`config.mk`:
```
export PLATFORM = sky130hd
export DESIGN_NAME = reduce_gate_bist
export DESIGN_NICKNAME = d
export VERILOG_FILES = /design/src/rtl/reduce_pkg.sv /design/src/rtl/reduce_gate_bist_core.sv /design/src/rtl/reduce_gate_bist.sv
export SDC_FILE = /design/constraint.sdc
export NUM_CORES = 1
export LEC_CHECK = 0
export CAP_MARGIN = 20
export CORE_AREA = 2 2 39 41
export CTS_CLUSTER_DIAMETER = 200
export CTS_CLUSTER_SIZE = 10
export DETAILED_ROUTE_END_ITERATION = 7
export DIE_AREA = 0 0 41 43
export PLACE_DENSITY = 0.5
export SETUP_SLACK_MARGIN = 0.1
export SKIP_LAST_GASP = 1
export SYNTH_ARGS = -nofsm -noshare
export SYNTH_HDL_FRONTEND = slang
export SYNTH_SLANG_ARGS = --single-unit
```
`constraint.sdc`:
```
create_clock -name clk -period 1.99 [get_ports clk]
set_input_delay 0.199 -clock clk [delete_from_list [all_inputs] [get_ports clk]]
set_output_delay 0.199 -clock clk [all_outputs]
set_load 0.02 [all_outputs]
```
`src/rtl/reduce_pkg.sv`:
```
// Shared definitions for reduce_gate_bist: mode and BIST state encodings, plus the
// golden reduction model used by the self-test compare.
package reduce_pkg;

   typedef enum logic [1:0] {
      MODE_OR  = 2'b00,
      MODE_AND = 2'b01,
      MODE_XOR = 2'b10,
      MODE_NOR = 2'b11
   } mode_e;

   typedef enum logic [1:0] {
      ST_IDLE  = 2'b00,
      ST_APPLY = 2'b01,
      ST_FLUSH = 2'b10,
      ST_DONE  = 2'b11
   } bist_state_e;

   // Bit-serial model, deliberately unlike the core's reduction operators.
   function automatic logic golden_reduce(input logic [15:0] data,
                                          input int unsigned width,
                                          input logic [1:0] mode);
      logic any_one;
      logic all_one;
      logic parity;
      logic res;
      any_one = 1'b0;
      all_one = 1'b1;
      parity  = 1'b0;
      for (int unsigned i = 0; i < width && i < 16; i++) begin
         any_one = any_one | data[i[3:0]];
         all_one = all_one & data[i[3:0]];
         parity  = parity ^ data[i[3:0]];
      end
      case (mode_e'(mode))
         MODE_OR:  res = any_one;
         MODE_AND: res = all_one;
         MODE_XOR: res = parity;
         MODE_NOR: res = ~any_one;
         default:  res = 1'b0;
      endcase
      return res;
   endfunction

endpackage

```
`src/rtl/reduce_gate_bist_core.sv`:
```
// reduce_core: mode-selected N-input reduction with a load-enabled output register.
module reduce_core
   import reduce_pkg::*;
#(
   parameter int unsigned WIDTH = 4
) (
   input  logic             clk,
   input  logic             rst_n,
   input  logic             load,
   input  logic [WIDTH-1:0] data,
   input  logic [1:0]       mode,
   output logic             result
);

   logic red;

   always_comb begin
      red = 1'b0;
      case (mode_e'(mode))
         MODE_OR:  red = |data;
         MODE_AND: red = &data;
         MODE_XOR: red = ^data;
         MODE_NOR: red = ~|data;
         default:  red = 1'b0;
      endcase
   end

   always_ff @(posedge clk) begin
      if (!rst_n) begin
         result <= 1'b0;
      end else if (load) begin
         result <= red;
      end
   end

endmodule

```
`src/rtl/reduce_gate_bist.sv`:
```
// Registered N-input reduction gate with OR/AND/XOR/NOR mode. The exhaustive
// self-test engine is compiled only when REDUCE_GATE_BIST_EN is defined.
module reduce_gate_bist
   import reduce_pkg::*;
#(
   parameter int unsigned WIDTH       = 4,
   parameter int unsigned HOLD_CYCLES = 1
) (
   input  logic             clk,
   input  logic             rst_n,
   input  logic             in_valid,
   input  logic [WIDTH-1:0] in_data,
   input  logic [1:0]       mode,
   output logic             out_valid,
   output logic             out_result,
   input  logic             bist_start,
   input  logic             bist_inject,
   output logic             bist_busy,
   output logic             bist_done,
   output logic             bist_pass,
   output logic [WIDTH:0]   bist_err_count
);

   logic [WIDTH-1:0] core_data;
   logic [1:0]       core_mode;
   logic             core_load;
   logic             core_result;
   logic             accept;
   logic             valid_q;

`ifdef REDUCE_GATE_BIST_EN
   localparam logic [WIDTH:0] V_LAST = {1'b0, {WIDTH{1'b1}}};
   localparam logic [7:0]     H_LAST = 8'(HOLD_CYCLES - 1);

   bist_state_e      state, state_nxt;
   logic             start_acc;
   logic             busy;
   logic             last_hold;
   logic             last_vec;
   logic [WIDTH:0]   vec;
   logic [7:0]       hold;
   logic [1:0]       bmode;
   logic             cmp_pend;
   logic [WIDTH-1:0] cmp_vec;
   logic             mismatch;
   logic [WIDTH:0]   err_run;
   logic [WIDTH:0]   err_next;
   logic [WIDTH:0]   err_out;
   logic             pass_q;

   always_ff @(posedge clk) begin
      if (!rst_n) begin
         state <= ST_IDLE;
      end else begin
         state <= state_nxt;
      end
   end

   always_comb begin
      state_nxt = state;
      start_acc = 1'b0;
      busy      = 1'b0;
      last_hold = (hold == H_LAST);
      last_vec  = (vec == V_LAST);
      case (state)
         ST_IDLE: begin
            if (bist_start) begin
               start_acc = 1'b1;
               state_nxt = ST_APPLY;
            end
         end
         ST_APPLY: begin
            busy = 1'b1;
            if (last_hold && last_vec) begin
               state_nxt = ST_FLUSH;
            end
         end
         ST_FLUSH: begin
            busy      = 1'b1;
            state_nxt = ST_DONE;
         end
         ST_DONE:  state_nxt = ST_IDLE;
         default:  state_nxt = ST_IDLE;
      endcase
   end

   // The core output registered on a vector's last hold cycle is checked one cycle later.
   assign mismatch = cmp_pend &&
                     (core_result != (golden_reduce(16'(cmp_vec), WIDTH, bmode) ^ bist_inject));
   assign err_next = (mismatch && (err_run != '1)) ? err_run + 1'b1 : err_run;

   always_ff @(posedge clk) begin
      if (!rst_n) begin
         vec      <= '0;
         hold     <= '0;
         bmode    <= '0;
         cmp_pend <= 1'b0;
         cmp_vec  <= '0;
         err_run  <= '0;
         err_out  <= '0;
         pass_q   <= 1'b0;
      end else if (start_acc) begin
         vec      <= '0;
         hold     <= '0;
         bmode    <= mode;
         cmp_pend <= 1'b0;
         err_run  <= '0;
         err_out  <= '0;
         pass_q   <= 1'b0;
      end else if (state == ST_APPLY) begin
         err_run  <= err_next;
         cmp_pend <= last_hold;
         cmp_vec  <= vec[WIDTH-1:0];
         if (last_hold) begin
            hold <= '0;
            if (!last_vec) begin
               vec <= vec + 1'b1;
            end
         end else begin
            hold <= hold + 1'b1;
         end
      end else if (state == ST_FLUSH) begin
         err_run  <= err_next;
         cmp_pend <= 1'b0;
         err_out  <= err_next;
         pass_q   <= (err_next == '0);
      end
   end

   assign accept    = in_valid && !busy && !start_acc;
   assign core_data = (state == ST_APPLY) ? vec[WIDTH-1:0] : in_data;
   assign core_mode = (state == ST_APPLY) ? bmode : mode;
   assign core_load = accept || (state == ST_APPLY);

   assign bist_busy      = busy;
   assign bist_done      = (state == ST_DONE);
   assign bist_pass      = pass_q;
   assign bist_err_count = err_out;
`else
   logic unused_bist;

   assign unused_bist    = bist_start ^ bist_inject;
   assign accept         = in_valid;
   assign core_data      = in_data;
   assign core_mode      = mode;
   assign core_load      = in_valid;
   assign bist_busy      = 1'b0;
   assign bist_done      = 1'b0;
   assign bist_pass      = 1'b0;
   assign bist_err_count = '0;
`endif

   always_ff @(posedge clk) begin
      if (!rst_n) begin
         valid_q <= 1'b0;
      end else begin
         valid_q <= accept;
      end
   end

   reduce_core #(.WIDTH(WIDTH)) u_core (
      .clk    (clk),
      .rst_n  (rst_n),
      .load   (core_load),
      .data   (core_data),
      .mode   (core_mode),
      .result (core_result)
   );

   assign out_valid  = valid_q;
   assign out_result = core_result;

endmodule
```
==> results of run 1 <==
power by group through the flow:
stage	logic, mW	clock network [mW]	registers (mW)
3_3_place_gp	0.0571	0	0.0445
6_report	0.0569	0.0858	0.0441
4_1_cts	0.0578	0.0907	0.0441
3_5_place_dp	0.0575	0	0.0446
5_1_grt	0.0633	0.0910	0.0443
2_1_floorplan	0.0404	0	0.0479
path summary, 6_finish.rpt:
path                            cells past startpoint     startpoint  slack (ns)            end
worst max register to register                      2  u_core.result        1.34  u_core.result
worst min-delay path                                2  u_core.result        0.56  u_core.result
worst min register to register                      2  u_core.result        0.56  u_core.result
worst max-delay path                                6     in_data[2]        0.56  u_core.result
worst max-delay path: cells and delay by family:
kind | cells | cell delay (ns)
AOI/OAI and AO/OA | 2 | 0.35
adders and majority gates | 1 | 0.29
buffers and inverters | 2 | 0.52
xor gates and xnor gates | 1 | 0.16
flip-flops by register name, indices dropped and copies added (netlist names):
register / flops
out_valid: 1
u_core.result: 1
per-layer routing:
metal  global-route usage (%)  vias up
met2                     7.19       12
met1                     5.40       84
met4                     4.00        0
met5                        0        -
met3                     1.57        0
li1                         -      100
final cells by class:
class / count / share of cell area (%)
multi-input cells: 20 / 40.8
flip-flops and latches: 2 / 11.8
clock buffers: 3 / 6.62
repair buffers: 10 / 29.4
well taps: 16 / 5.88
inverters: 5 / 5.51
kinds of logic (layout without fill, tap and decap cells):
kind of cell               Yosys count  after routing  synth area share (%)
and+or+nand+nor                      3              3                  8.65
xor gates and xnor gates             1              1                  3.78
AOI/OAI and AO/OA                    4              4                  13.0
other                                1              8                  1.62
buffers and inverters               13             18                  34.1
adders and majority gates            4              4                  21.6
DFF                                  2              2                  17.3
synthesized netlist by cell type:
library cell  count  share of area [%]
nand3b_1          1                3.2
ha_1              4                 22
dfxtp_1           2                 17
nand4_1           1                2.7
o21ai_0           1                2.2
conb_1            1                1.6
o311ai_1          1                3.8
xor2_1            1                3.8
a31oi_1           1                2.7
a21bo_2           1                4.3
and2_1            1                2.7
inv_1             5                8.1
buf_4             8                 26
==> impl_metrics.ini, run 1 <==
[status]
status = finished, final reports clean

[pwr]
p_sw_mw = 0.0502
clkPwrFrac_pct = 45.9
switching_share_pct = 26.9
ir_worst_vdd_uv = 109
leakage_nw = 0.170
power_density_nw_per_um2 = 549
combPwrFrac_pct = 30.5
finalPower_mw = 0.187
p_int_mw = 0.137
seqPwrFrac_pct = 23.6

[global_routing]
grt_first_pass_wirelength_um = 565
grt_max_degree = 4
antenna_found_initial = 0
grt.total_usage_pct = 4.90
grt_pass1_vias = 163
grt-ovfl-total = 0

[timing]
finalCritPeriodShare_pct = 72.0
skew_ns = 0
slew_viol_final = 0
period_needed_ns = 1.43
rsz0062_at_grt = no
finalHoldViolations = 0
timing.setup.tns_ns = 0
holdWs_ns = 0.560
setup_viol = 0
max_freq_mhz = 698
setup_ws_ns = 0.557

[floorplan]
die_area_um2 = 1760
start_util_pct = 16.7
core_area_um2 = 1380
fp.dieH_um = 43
std_cell_rows = 14
ios = 21
fp.dieW_um = 41

[clock_tree]
clk_pin_slew_ns = 0.03
ctsHoldBuffers = 0
cts_root_buf = clkbuf_4
clock-sinks = 2
numCtsBuffers = 3
clk_latency_ns = 0.22
htreeDepth = 1
clockBufferDepth = 2
cts_tree = done
cts_resized = 0
postCtsSetupBuffers = 0

[synth]
syn_avg_cell_area_um2 = 8.27
synth_seq_area_share_pct = 17.3
syn_inst = 28
synth_seq_cells = 2
ys_warn_count = 0
ys_types = 13
syn_area_um2 = 231

[setup_path]
cp_cell_sequence = clkdlybuf4s50_1 -> inv_1 -> ha_1 -> xor2_1 -> o311ai_1 -> a31oi_1
start_kind = primary input
crit_type = in -> reg
required_ns = 2.08
crit_path_max_incr_delay_ns = 0.47
cp_max_fo = 2
cp.arrival_ns = 1.52
endpoint_kind = register
slowest_stage = clkdlybuf4s50_1

[final_layout]
final_cell_mix = clkdlybuf4s50_1, conb_1, inv_1, ha_1, clkbuf_4
multiInputGateArea_um2 = 139
final_util_pct = 24.6
final_area_um2 = 340
stdcell_count = 56
drive_gt1_share_pct = 10.0
final_nets = 57
final_common_cell = clkdlybuf4s50_1
syn_to_final_growth_pct = 47.0
fill_cells = 169
seq_area_um2 = 40.0
diodes = 0

[placement]
place_area_um2 = 318
hpwl_um = 356
preCtsSetupSlack_ns = 0.314
placedCellCount = 53
finalWeightedCongestion = 0.549
io_buffers = 10

[route]
routed_wl_um = 394
vias_per_cell = 3.50
firstDrtPassIters = 1
top_layer = met3
drt_iter0_markers = 0
vias = 196
drc = 0
wl_met1_um = 142
wl_met2_um = 192
wire_per_inst_um = 7.04
ant_nets = 0
met3_length_um = 59

[job]
max-cap-violations = 0

[worst_hold_path]
hold_path_class = reg -> reg
(Power assumes the default switching activity.)
==> run 2, diff against run 1 <==
- PLACE_DENSITY: 0.5 -> 0.52
- clock period: 1.99 -> 1.2 ns (I/O delays scaled with it)
==> run 2 against run 1 <==
Net effect: clock-buffer cell count did not move; sequential share of layout area shrank 0.17 points; critical path depth is the same; clock power rose by 71%; flip-flop and latch count did not move; non-clock buffer count is the same; first-iteration DRC count unchanged; setup slack got worse by 0.37 ns; critical endpoint unchanged; die area unchanged; via count grew 1.5%; core utilization increased by 0.36 points.
==> impl_metrics.ini, run 2 (synthesis gave the netlist of run 1 again) <==
[timing]
period_needed_ns = 1.01
skew_ns = 0
finalCritPeriodShare_pct = 84.2
setup_viol = 0
finalHoldViolations = 0
holdWs_ns = 0.349
max_freq_mhz = 990
rsz0062_at_grt = no
slew_viol_final = 0
timing.setup.tns_ns = 0

[route]
routed_wl_um = 396
firstDrtPassIters = 1
wire_per_inst_um = 7.07
drt_iter0_markers = 0
drc = 0
vias = 199
vias_per_cell = 3.55
ant_nets = 0

[placement]
finalWeightedCongestion = 0.611
io_buffers = 10
place_area_um2 = 318

[global_routing]
grt_first_pass_wirelength_um = 600
grt-ovfl-total = 0
gr-usage-met1_pct = 5.40
grt_max_degree = 4
grt_util_met3_pct = 1.57
antenna_found_initial = 0
grt_use_met2_pct = 7.50
grt.total_usage_pct = 5.30
grt_pass1_vias = 182
grt-busiest-layer = met2

[setup_path]
crit_type = in -> reg
ff2ff_setup_slack_ns = 0.57
critPathLaunch = in_data[0]
start_kind = primary input
cp.arrival_ns = 1.11
required_ns = 1.30
r2r_start = u_core.result
cp_max_fo = 2
endpoint_kind = register

[clock_tree]
clk_pin_slew_ns = 0.03
postCtsSetupBuffers = 0
cts_root_buf = clkbuf_4
htreeDepth = 1
clock-sinks = 2
clk_latency_ns = 0.22
numCtsBuffers = 3
ctsHoldBuffers = 0
clockBufferDepth = 2
cts_tree = done

[final_layout]
drive_gt1_share_pct = 15.0
diodes = 0
seq_area_um2 = 40.0
final_cell_mix = conb_1, inv_1, clkdlybuf4s50_1
final_area_um2 = 345
syn_to_final_growth_pct = 49.2
fill_cells = 160
final_common_cell = conb_1
final_nets = 57
multiInputGateArea_um2 = 151

[status]
status = finished, final reports clean

[worst_hold_path]
hold_start = in_data[1]
hold_path_class = in -> reg

[floorplan]
std_cell_rows = 14
fp.dieW_um = 41
start_util_pct = 16.7
fp.dieH_um = 43
ios = 21
die_area_um2 = 1760
core_area_um2 = 1380

[pwr]
ir_worst_vdd_uv = 124
power_density_nw_per_um2 = 900
finalPower_mw = 0.311
leakage_nw = 0.179

[job]
max-cap-violations = 0
-- run 2: changes by cell type in the layout (fill, tap and decap cells not counted) --
| cell | delta |
|---|---|
| clkdlybuf4s50_1 | -6 |
| clkdlybuf4s15_1 | +3 |
| dlygate4sd2_1 | +2 |
| clkbuf_2 | +1 |
| ha_1 | -1 |
| ha_4 | +1 |
-- run 2: what timing repair did --
action | in CTS | in global routing
endpoints found under the setup margin | 3 | 1
pin swaps | 4 | 3
gates resized for setup | 6 | 6
-- run 2: path summary, 6_finish.rpt --
check / endpoint / depth (start not counted)
setup / recovery: u_core.result / 6
hold / removal: u_core.result / 4
setup reg to reg: u_core.result / 2
hold reg to reg: u_core.result / 2
-- run 2: power by group --
group,internal (mW),leakage [nW],switching [mW]
clock network,0.110,0.0138,0.0364
logic,0.0405,0.148,0.0512
registers,0.0715,0.0166,0.00124
-- run 2: layer usage --
metal	up-vias	wire [um]
met1	87	169
li1	99	-
met2	13	176
met4	0	0
met5	-	0
met3	0	50
-- run 2: area by class of cell --
cell class / instances / share of cell area (%)
clock buffers: 3 / 6.52
well taps: 16 / 5.80
inverters: 5 / 5.43
multi-input cells: 20 / 43.8
repair buffers: 10 / 26.8
flip-flops and latches: 2 / 11.6
-- run 2: worst max-delay path, cell delays in order --
cell             delay, ns
clkdlybuf4s15_1       0.18
inv_1                 0.04
ha_1                  0.27
xor2_1                0.14
o311ai_1              0.23
a31oi_1               0.11
-- run 2: metrics by stage --
step	utilization (%)	worst slack, ns	cells
2_1_floorplan	-	0.174	35
3_3_place_gp	23.0	-0.371	53
3_5_place_dp	23.0	-0.400	53
4_1_cts	24.1	0.0646	56
5_1_grt	25.0	0.110	56
6_report	25.0	0.190	56
==> run 3, diff against run 2 <==
- PLACE_DENSITY: 0.52 -> 0.5
- clock period: 1.2 -> 0.95 ns (I/O delays scaled with it)
==> run 3 against run 2 <==
Net effect: worst hold slack lost 0.11 ns; flip-flop and latch count is the same; critical path depth is the same; clock-buffer cell count is the same; via count shrank 2.0%; sequential share of layout area shrank 1.7 points; final cell count grew 1.8%; highest routed layer unchanged.
==> impl_metrics.ini, run 3 (synthesis gave the netlist of run 1 again) <==
[setup_path]
critPathBufInv = 2
slowest_stage = o311ai_2
r2r-end = u_core.result
start_kind = primary input
cp_num_cells = 6
crit_end = u_core.result
cp_max_fo = 2
cp_cell_sequence = buf_6 -> inv_12 -> ha_4 -> xor2_2 -> o311ai_2 -> a31oi_1
critPathLaunch = in_data[1]
endpoint_kind = register
r2r_start = u_core.result
required_ns = 1.04
crit_family = compound AO/OA/AOI/OAI gates
crit_path_max_incr_delay_ns = 0.27
rr_worst_depth = 2
ff2ff_setup_slack_ns = 0.32
crit_type = in -> reg
cp.arrival_ns = 0.98

[floorplan]
ios = 21
die_area_um2 = 1760
core_area_um2 = 1380
start_util_pct = 16.7
fp.dieW_um = 41
std_cell_rows = 14
fp.dieH_um = 43

[timing]
setup_ws_ns = 0.0664
max_freq_mhz = 1130
timing.setup.tns_ns = 0
period_needed_ns = 0.884
skew_ns = 0
finalCritPeriodShare_pct = 93.0
slew_viol_final = 0
setup_viol = 0
rsz0062_at_grt = yes
finalHoldViolations = 0

[final_layout]
stdcell_count = 57
drive_gt1_share_pct = 46.3
final_util_pct = 29.1
final_cell_mix = conb_1, buf_6, clkbuf_4, clkdlybuf4s50_1
final_nets = 58
syn_to_final_growth_pct = 74.1
diodes = 0
final_common_cell = conb_1

[placement]
preCtsSetupSlack_ns = -0.688
hpwl_um = 421
placedCellCount = 55
io_buffers = 10
finalWeightedCongestion = 0.546

[pwr]
p_int_mw = 0.304
power_density_nw_per_um2 = 1080
switching_share_pct = 30.0
combPwrFrac_pct = 35.9
clkPwrFrac_pct = 42.9
leakage_nw = 0.197
ir_worst_vdd_uv = 165
seqPwrFrac_pct = 21.2
p_sw_mw = 0.130

[global_routing]
grt-ovfl-total = 0
grt_first_pass_wirelength_um = 655
grt.total_usage_pct = 6.19
antenna_found_initial = 0
grt_pass1_vias = 182
grt_max_degree = 4

[route]
drc = 0
vias = 195
vias_per_cell = 3.42
ant_nets = 0
wire_per_inst_um = 8.37
drt_iter0_markers = 1
routed_wl_um = 477
firstDrtPassIters = 2

[clock_tree]
cts_root_buf = clkbuf_4
ctsHoldBuffers = 0
htreeDepth = 1
clk_pin_slew_ns = 0.03
postCtsSetupBuffers = 0
numCtsBuffers = 3
clock-sinks = 2
clk_latency_ns = 0.22
clockBufferDepth = 2
cts_tree = done

[worst_hold_path]
hold_path_class = in -> reg

[job]
max-cap-violations = 0

[status]
status = finished, final reports clean
-- run 3: cell count changes in the layout (fill, tap and decap cells not counted), sizes merged --
cell,change
buf,+7
clkdlybuf4s50,-1
dlygate4sd2,-2
clkdlybuf4s15,-3
clkbuf,-1
dlymetal6s2s,+1
-- run 3: how the worst min path moves through the flow --
stage / to / startpoint / slack, ns / depth (start not counted)
after floorplan: u_core.result / in_valid / 0.20 / 1
after global placement: u_core.result / u_core.result / 0.54 / 2
after detailed placement: u_core.result / u_core.result / 0.53 / 2
after CTS: u_core.result / in_data[3] / 0.36 / 4
after global routing: u_core.result / mode[0] / 0.26 / 3
final: u_core.result / mode[0] / 0.24 / 3
-- run 3: what timing repair did --
| item | CTS | global route |
|---|---|---|
| setup endpoints to repair | 3 | 1 |
| pin swaps | 4 | 4 |
| gates resized for setup | 26 | 8 |
-- run 3: per-stage QoR --
stage	total power [mW]	cell area [um2]	hold WS (ns)
after floorplan	0.198	295	0.202
after global placement	0.239	370	0.536
after detailed placement	0.243	370	0.531
after CTS	0.430	373	0.357
after global routing	0.470	403	0.256
final	0.434	403	0.239
-- run 3: cell type report --
type	count	area, um2
Clock buffer	3	22.5
Fill cell	164	981
Inverter	5	36.3
Multi-Input combinational cell	20	179
Sequential cell	2	40.0
Tap cell	16	20.0
Timing Repair Buffer	11	105
-- run 3: power by group through the flow --
stage / Sequential (mW) / Combinational (mW) / Clock [mW]
finish: 0.0919 / 0.155 / 0.186
global route: 0.0926 / 0.172 / 0.206
CTS: 0.0920 / 0.141 / 0.197
detailed placement: 0.0932 / 0.149 / 0
global placement: 0.0931 / 0.146 / 0
floorplan: 0.100 / 0.0974 / 0
-- run 3: routing by layer --
metal | track usage (%) | wire (um) | vias to the layer above
met5 | 0 | 0 | -
met4 | 8.00 | 0 | 0
met3 | 0 | 40 | 0
met2 | 11.9 | 300 | 7
met1 | 3.80 | 136 | 88
li1 | - | - | 100
-- run 3: tightest hold or removal path: stages --
cell	delay, ns
dlymetal6s2s_1	0.14
nand4_1	0.10
a31oi_1	0.07
